## config.mk

```make
export PLATFORM = sky130hd
export DESIGN_NAME = uart_tx
export DESIGN_NICKNAME = d
export VERILOG_FILES = /design/src/rtl/uart_tx.sv
export SDC_FILE = /design/constraint.sdc
export NUM_CORES = 1
export LEC_CHECK = 0
export ABC_AREA = 1
export ABC_CLOCK_PERIOD_IN_PS = 73400
export BUFFER_PORTS_ARGS = -buffer_cell sky130_fd_sc_hd__buf_2
export CORE_AREA = 2 2 218 306
export CTS_BUF_LIST = sky130_fd_sc_hd__clkbuf_4
export CTS_CLUSTER_SIZE = 10
export DETAILED_ROUTE_END_ITERATION = 8
export DIE_AREA = 0 0 220 308
export HOLD_SLACK_MARGIN = 0.12
export PLACE_DENSITY_LB_ADDON = 0.1
export SLEW_MARGIN = 20
export SYNTH_ARGS = -nofsm -noshare
export SYNTH_HDL_FRONTEND = slang
export SYNTH_SLANG_ARGS = --single-unit
export TNS_END_PERCENT = 30
```

## constraint.sdc

```tcl
create_clock -name CLKip -period 73.4 [get_ports CLKip]
set_clock_uncertainty 0.15 [all_clocks]
set_input_delay 11.01 -clock CLKip [delete_from_list [all_inputs] [get_ports CLKip]]
set_output_delay 11.01 -clock CLKip [all_outputs]
set_load 0.05 [all_outputs]
```

## src/rtl/uart_tx.sv

```systemverilog
// -----------------------------------------------------------------------------
// uart_tx -- UART transmitter with a run-time programmable bit period.
//
// Sends one DATA_WDTH-bit word per frame: a low start bit, the data LSB first,
// then STOP_BITS high stop bits. Every bit lasts bit_cyc = FREQ_CLK / baud
// clock cycles. The divisor is computed when the baud register is written and
// held in a pending register. It moves into the active register only when a
// word is accepted, so a frame never changes rate part way through.
//
// Ports
//   CLKip          in   1          clock, rising edge
//   RSTi           in   1          synchronous active-high reset
//   BAUD_RATEi     in   32         baud rate in bits/s
//   BAUD_RATE_WEi  in   1          write strobe for BAUD_RATEi
//   DATAi          in   DATA_WDTH  word to send
//   VALIDi         in   1          DATAi valid
//   READYo         out  1          transmitter can accept a word
//   TXo            out  1          serial line, idle high, registered
//   BUSYo          out  1          frame in progress
//   DONEo          out  1          one-cycle pulse at end of last stop bit
// -----------------------------------------------------------------------------
module uart_tx #(
    parameter int unsigned FREQ_CLK     = 100_000_000,
    parameter int unsigned DATA_WDTH    = 8,
    parameter int unsigned STOP_BITS    = 1,
    parameter int unsigned BAUD_DEFAULT = 115_200
) (
    input  logic                 CLKip,
    input  logic                 RSTi,
    input  logic [31:0]          BAUD_RATEi,
    input  logic                 BAUD_RATE_WEi,
    input  logic [DATA_WDTH-1:0] DATAi,
    input  logic                 VALIDi,
    output logic                 READYo,
    output logic                 TXo,
    output logic                 BUSYo,
    output logic                 DONEo
);

    typedef enum logic [1:0] {
        S_IDLE,
        S_START,
        S_DATA,
        S_STOP
    } state_e;

    localparam int unsigned BIT_W       = $clog2(DATA_WDTH + 1);
    localparam logic [31:0] FREQ        = 32'(FREQ_CLK);
    localparam logic [31:0] DIV_RAW     = 32'(FREQ_CLK / BAUD_DEFAULT);
    localparam logic [31:0] DIV_DEFAULT = (DIV_RAW == 32'd0) ? 32'd1 : DIV_RAW;
    localparam logic [BIT_W-1:0] LAST_DATA = BIT_W'(DATA_WDTH - 1);
    localparam logic [BIT_W-1:0] LAST_STOP = BIT_W'(STOP_BITS - 1);

    state_e                 state_q, state_d;
    logic [31:0]            cnt_q, cnt_d;
    logic [BIT_W-1:0]       bit_q, bit_d;
    logic [DATA_WDTH-1:0]   shift_q, shift_d;
    logic [31:0]            div_pend_q, div_pend_d;
    logic [31:0]            div_act_q, div_act_d;
    logic                   tx_q, tx_d;
    logic                   ready_q, ready_d;
    logic                   busy_q, busy_d;
    logic                   done_q, done_d;

    logic [31:0]            baud_safe;
    logic [31:0]            quot;
    logic                   accept;
    logic                   bit_end;

    // Divisor for a new baud write. A zero rate is replaced by 1 only to keep
    // the divider defined; such a write is discarded below anyway.
    assign baud_safe = (BAUD_RATEi == 32'd0) ? 32'd1 : BAUD_RATEi;
    assign quot      = FREQ / baud_safe;
    assign accept    = VALIDi && ready_q;
    assign bit_end   = (cnt_q == div_act_q - 32'd1);

    // -------------------------------------------------------------------------
    // State register
    // -------------------------------------------------------------------------
    // NOTE: sequential state uses non-blocking assignments so every register
    // samples the pre-edge values of the others.
    always_ff @(posedge CLKip) begin
        if (RSTi) begin
            state_q    <= S_IDLE;
            cnt_q      <= '0;
            bit_q      <= '0;
            shift_q    <= '0;
            div_pend_q <= DIV_DEFAULT;
            div_act_q  <= DIV_DEFAULT;
            tx_q       <= 1'b1;
            ready_q    <= 1'b0;
            busy_q     <= 1'b0;
            done_q     <= 1'b0;
        end else begin
            state_q    <= state_d;
            cnt_q      <= cnt_d;
            bit_q      <= bit_d;
            shift_q    <= shift_d;
            div_pend_q <= div_pend_d;
            div_act_q  <= div_act_d;
            tx_q       <= tx_d;
            ready_q    <= ready_d;
            busy_q     <= busy_d;
            done_q     <= done_d;
        end
    end

    // -------------------------------------------------------------------------
    // Next-state logic
    // -------------------------------------------------------------------------
    // NOTE: every signal gets a default at the top of the block so no path
    // leaves it unassigned, which would otherwise infer a latch.
    always_comb begin
        state_d    = state_q;
        cnt_d      = cnt_q;
        bit_d      = bit_q;
        shift_d    = shift_q;
        div_act_d  = div_act_q;
        div_pend_d = div_pend_q;

        if (BAUD_RATEi != 32'd0 && BAUD_RATE_WEi) begin
            div_pend_d = (quot == 32'd0) ? 32'd1 : quot;
        end

        unique case (state_q)
            S_IDLE: begin
                if (accept) begin
                    state_d   = S_START;
                    cnt_d     = '0;
                    bit_d     = '0;
                    shift_d   = DATAi;
                    // Taking the next-state pending value lets a baud write on
                    // the accept edge apply to this very frame.
                    div_act_d = div_pend_d;
                end
            end
            S_START: begin
                if (bit_end) begin
                    cnt_d   = '0;
                    state_d = S_DATA;
                end else begin
                    cnt_d = cnt_q + 32'd1;
                end
            end
            S_DATA: begin
                if (bit_end) begin
                    cnt_d   = '0;
                    shift_d = shift_q >> 1;
                    if (bit_q == LAST_DATA) begin
                        bit_d   = '0;
                        state_d = S_STOP;
                    end else begin
                        bit_d = bit_q + BIT_W'(1);
                    end
                end else begin
                    cnt_d = cnt_q + 32'd1;
                end
            end
            S_STOP: begin
                if (bit_end) begin
                    cnt_d = '0;
                    if (bit_q == LAST_STOP) begin
                        bit_d   = '0;
                        state_d = S_IDLE;
                    end else begin
                        bit_d = bit_q + BIT_W'(1);
                    end
                end else begin
                    cnt_d = cnt_q + 32'd1;
                end
            end
            default: state_d = S_IDLE;
        endcase
    end

    // -------------------------------------------------------------------------
    // Output logic: next values of the registered outputs, decoded from the
    // next state so TXo and the flags change on the same edge as the state.
    // -------------------------------------------------------------------------
    always_comb begin
        tx_d = 1'b1;
        unique case (state_d)
            S_START: tx_d = 1'b0;
            S_DATA:  tx_d = shift_d[0];
            default: tx_d = 1'b1;
        endcase
        ready_d = (state_d == S_IDLE);
        busy_d  = (state_d != S_IDLE);
        done_d  = (state_q == S_STOP) && (state_d == S_IDLE);
    end

    assign TXo    = tx_q;
    assign READYo = ready_q;
    assign BUSYo  = busy_q;
    assign DONEo  = done_q;

endmodule

```

# --- Word-level counts from Yosys, hierarchy flattened ---
# Cells that the tools add are included.
totals:
  register_bits: 114
  inputBits: 44
  out_inout_bits: 4
  wordCells: 64
classes:
  n_addsub: 3
  n_div: 1
  eq_ne: 10
  muxes: 23
  reduce_logical: 16
ops:
  columns: ["cell", "count"]
  rows:
  - ["2-to-1 mux 32 bit", 5]
  - ["logical NOT 32 bit", 2]
  - ["one-hot mux 32 bit (2 select lines)", 1]
  - ["adder 32 x 1 -> 32 bit, second input constant", 1]
  - ["divider 27 x 32 -> 32 bit, first input constant", 1]
  - ["== test 32 bit", 1]
  - ["nonzero test 32 bit", 1]
  - ["subtractor 32 x 1 -> 32 bit, second input constant", 1]
  - ["2-to-1 mux 4 bit", 5]
  - ["2-to-1 mux 8 bit", 2]
  - ["one-hot mux 8 bit (2 select lines)", 1]
  - ["2-to-1 mux 2 bit", 6]
  - ["one-hot mux 4 bit (3 select lines)", 1]
  - ["one-hot mux 2 bit (4 select lines)", 1]
  - ["== test 2 bit, second input constant", 3]
  - ["!= test 2 bit, second input constant", 3]
  - ["adder 4 x 1 -> 4 bit, second input constant", 1]
  - ["== test 2 x 1 -> 1 bit, second input constant", 2]
  - ["== test 4 x 3 -> 1 bit, second input constant", 1]
  - ["logical NOT 2 bit", 2]
  - ["logical NOT 4 bit", 1]
  - ["AND reduction 4 bit", 1]
  - ["nonzero test 2 bit", 2]
  - ["logical AND 1 bit", 3]
  - ["other kinds (5)", 5]

# --- Longest topological paths before layout ---
logic_depth:
  depth_word: 6
  depth_mapped: 523
  mapped_depth_nobuf: 507

# --- Worst setup path before layout ---
# OpenSTA, ideal clock, no wires.
synth_path:
  path_kind: "input -> register"
  from: "input port BAUD_RATEi[25]"
  to: "register div_act_q[17]"
  setup_time_ps: 113
  arrival_time_ps: 70592
  required_time_ps: 73137
  setup_slack_ps: 2545
  cell_stages: 497
  path_buffers: 28
  path_cell_list: "nor2_1 -> nand2_1 -> nor2_8 -> nand2_8 -> o21ai_4 -> buf_6 -> buf_6 -> xnor2_1 -> nand2_1 -> inv_1 -> ha_1 -> nand2_1 -> nand2_1 -> nand2_2 -> nor2_1 -> nand2_1 -> nand2_1 -> inv_1 -> [... 461 more ...] -> a21boi_1 -> nor2_1 -> o21ai_2 -> nand2_2 -> clkinv_2 -> clkbuf_1 -> nor2_1 -> a21oi_1 -> ha_1 -> a21oi_1 -> nor2_1 -> a2111oi_0 -> nand2_1 -> nand3_2 -> nand4_2 -> a31o_1 -> o21ai_1 -> inv_1"
synth_between:
  elab_chain_cells: 6
  elab_cells_between_ends: 8
  cone_classes: "1 x div; 3 x mux; 4 x reduce/logical"
synth_rtl:
  columns: ["element", "line_no", "rtl"]
  rows:
  - ["start, declared", "30", "input logic [31:0] BAUD_RATEi,"]
  - ["logical NOT 32 bit", "72", "assign baud_safe = (BAUD_RATEi == 32'd0) ? 32'd1 : BAUD_RATEi;"]
  - ["2-to-1 mux 32 bit", "72", null]
  - ["divider 27 x 32 -> 32 bit", "73", "assign quot = FREQ / baud_safe;"]
  - ["logical NOT 32 bit", "122", "div_pend_d = (quot == 32'd0) ? 32'd1 : quot;"]
  - ["2-to-1 mux 32 bit", "122", null]
  - ["2-to-1 mux 32 bit (*)", "121", "if (BAUD_RATEi != 32'd0 && BAUD_RATE_WEi) begin"]
  - ["end signal, assigned", "100", "div_act_q <= div_act_d;"]
  - ["end, declared", "59", "logic [31:0] div_act_q, div_act_d;"]
# Every way passes the cells marked *; elsewhere a longest branch is shown, timed or not.
# A chain may end at the register's enable or synchronous reset.

# --- Worst setup path after layout ---
layout_path:
  from: "input port BAUD_RATEi[31]"
  to: "register div_act_q[17]"
# The elaborated chain is that of the path after synthesis.

==> results by group <==
Status
  • Status: completed

Clock network
  • CTS Sinks: approximately 110
  • CTS tree: yes
  • Root buffer cell: clkbuf_4
  • Clock Latency Late Sink: around 0.57 ns
  • Worst-path clk slew: between 0.1 and 0.15 ns
  • Num CTS Buffers: 17
  • Hold buffers post-CTS: 0
  • Clk buf depth: 2
  • CTS HTree Levels: 4

Die
  • Die Wd: about 220 µm
  • Rows: between 100 and 150
  • Die area: 67800 µm²
  • Initial Util: 0.546
  • Io pins: 48
  • Core Box Area: roughly 65000 µm²
  • Die height: around 310 µm

Timing
  • Slew Viols, Final: 0
  • RSZ-0062 raised after global routing: yes
  • Setup ws final: ~2.3 ns
  • Worst Tran Pin Value: approximately 1.1 ns
  • Worst slew margin: 0.247
  • Hold Vio Cnt, Final: 0
  • # setup viols final: 0
  • Minimum clock period: 71.10 ns
  • Max Freq: approximately 14 MHz
  • Tcrit/Tclk final: 0.969
  • Setup TNS: 0 ns

Cells and area
  • Nets: between 7000 and 8000
  • Layout Cells excl Fill: about 7400
  • Layout cells sized above 1: 0.266
  • Area Growth Syn to Fin: 29.1%

Yosys
  • Post-synth EDFFs: 0
  • Ys flop type: dfxtp_1
  • Synth area leaders: ha_1 18%, nand2_1 16%, inv_1 8.2%
  • Adder and majority gate portion of the synthesized area: 0.176
  • Sequential cell area fraction in the yosys report: 0.0643
  • Mapped Cells: 5993
  • Compound-Gate Fraction of Synth Area: 0.209
  • Multiplexer share of the synthesized area: 0.00141
  • Top-count cell post-synth: nand2_1
  • Synth Register Bits: approximately 110
  • Distinct cells, synth: 88
  • Simple-gate share of the synthesized area: 0.332
  • Synthesized area: approximately 35000 µm²
  • Post-synthesis xor/xnor area fraction: 0.109
  • Synth async-reset ratio: 0
  • Post-synth top area cell: ha_1
  • Syn avg cell area: between 5 and 6 µm²
  • Synth top cells by count: 1557 x nand2_1, 776 x inv_1, 554 x a21oi_1
  • Largest family of logic cells by synthesized area: simple AND/OR/NAND/NOR gates
  • Post-synth net total: around 6500
  • Synth Warn #: 0
  • Top cell type's share of synthesized area: 0.176

Power and ir drop
  • P_leak: around 23 nW
  • Maximum VDD drop: 0.0000162 V
  • PwrDens: about 6.1 nW/µm²

Placed design
  • Pre-CTS setup slack: -2.74 ns
  • IO Port Bufs: 47
  • Post-placement cell count: 7085
  • RD Place Congestion: approximately 0.98
  • Post-DP HPWL: 98900 µm

Critical path
  • Peak per-stage delay on the critical path: ~0.36 ns
  • Critical-path maximum fanout: 8
  • Required @ worst endpoint: 73.71 ns
  • Most Frequent Cell on Critical Path: nand2_2
  • Crit end category: register
  • Slowest-stage cell, CP: ha_1
  • Setup crit start kind: input pin
  • Arr. time, crit path: approximately 70 ns
  • Critical path type: in -> reg

GRT
  • Largest net degree at the start of global routing: 63
  • Met3 GRT Util: 0.0275
  • GR peak layer: met2
  • Initial antenna violation count: 3
  • Grt met2 use: 0.656
  • Vias in the first global route: about 38000
  • First-pass GRT wire length: roughly 190000 µm
  • M1 GR Usage: 0.391
  • Total grt overflow: 0
  • All-Layer GR Usage: 0.360

Detailed routing
  • Final wirelength: roughly 140000 µm
  • Drt drc: 0
  • DR vias/cell: about 5.7
  • Initial DRC Count: between 2000 and 2500
  • Antenna Nets Post-Route: 0
  • Via count: 42300
  • Avg WL per Cell: ~18 µm
  • Pre-Repair DR Iteration Count: 6

Worst hold path
  • Hold Path Class: reg -> reg

Run
  • MaxCap Viol Count: 0
==> placed cells by master, fill, tap and decap left out, drive strengths merged, types with 4 or more instances in the layout <==
cell      synthesis  final
o21bai           51     51
o2111ai           5      5
nand2          1632   1634
a21o             23     23
a21oi           568    568
a31oi            22     22
or2              65     65
o31ai            15     15
o22ai             5      5
nor2            495    495
o221a             5      5
a21boi           23     23
o221ai           15     15
a31o              5      5
nand3b            9      9
dfxtp           114    114
buf              83    600
xnor2           163    163
a211oi           27     27
a221oi           14     14
clkinvlp          0      4
a211o             4      4
nor4             29     29
o211ai           34     34
a2111oi           4      4
mux2i             5      5
nand3           349    350
o21ai           418    418
ha              499    499
nand4            62     62
clkinv            6      8
a22oi             4      4
nor3             58     58
o21a             11     11
inv             820    829
clkbuf           49     28
xor2            278    278
==> routing by layer <==
layer | part of all wire | vias up
met3 | 0.052 | 587
li1 | - | 20900
met1 | 0.37 | 19400
met4 | 0.089 | 2
met2 | 0.49 | 1431
met5 | 0.000074 | -
==> where the power goes <==
group	switching, mW	total (mW)	leakage, nW	internal (mW)
clock	0.0309	0.0521	0.155	0.0212
sequential	0.00240	0.0665	0.927	0.0641
combinational	0.0981	0.163	21.9	0.0644
==> what timing repair did <==
action / 4_1_cts / 5_1_grt
resized for setup: 60 / 1008
gates cloned: 0 / 19
setup buffers: 4 / 217
pin swaps: 5 / 451
endpoints found under the setup margin: 12 / 14
==> cell families (layout without fill, tap and decap cells) <==
logic type,count (synthesis),count (layout)
and+or+nand+nor,2708,2711
AOI/OAI and AO/OA,1267,1267
buffers and inverters,958,1471
adders and majority gates,499,499
xor gates and xnor gates,441,441
DFF,114,114
muxes,5,5
other,1,3
==> final cells by class <==
type                            count  area (µm²)
Clock buffer                       17         128
Tap cell                          847        1060
Timing Repair inverter              2        12.5
Multi-Input combinational cell   4924       34000
Fill cell                        5897       19200
Sequential cell                   114        2280
Antenna cell                        2        5.00
Inverter                          826        3210
Clock inverter                     15         171
Timing Repair Buffer              611        4980
==> state kept, by name, summed over array words and instances, names as in the netlist <==
name,cells
shift_q,8
TXo,1
state_q,2
BUSYo,1
READYo,1
div_act_q,32
cnt_q,32
div_pend_q,32
DONEo,1
bit_q,4
==> metrics by stage <==
| step | utilization | power [mW] | area [µm²] | hold WS (ns) |
|---|---|---|---|---|
| after floorplan | - | 0.163 | 35500 | 0.276 |
| after global placement | 0.594 | 0.201 | 38600 | 0.292 |
| after detailed placement | 0.594 | 0.201 | 38600 | 0.301 |
| after CTS | 0.603 | 0.254 | 39200 | 0.320 |
| after global routing | 0.705 | 0.299 | 45800 | 0.335 |
| final | 0.705 | 0.281 | 45800 | 0.319 |
==> worst max-delay path, delay by kind of cell <==
family / cells / cell delay, ns
adder cells (fa/ha/maj): 30 / 8.09
buffers and inverters: 70 / 7.01
XOR/XNOR: 6 / 1.05
AND/OR/NAND/NOR: 207 / 19.38
AO/OA/AOI/OAI: 172 / 24.69
==> final timing paths <==
kind | startpoint | endpoint | slack (ns) | cells after the start
hold reg to reg | div_pend_q[31] | div_pend_q[31] | 0.32 | 2
setup reg to reg | div_act_q[2] | TXo | 67.95 | 28
setup / recovery | BAUD_RATEi[31] | div_act_q[17] | 2.30 | 485
hold / removal | div_pend_q[31] | div_pend_q[31] | 0.32 | 2
Note: power is estimated with default switching activity, not from simulation.
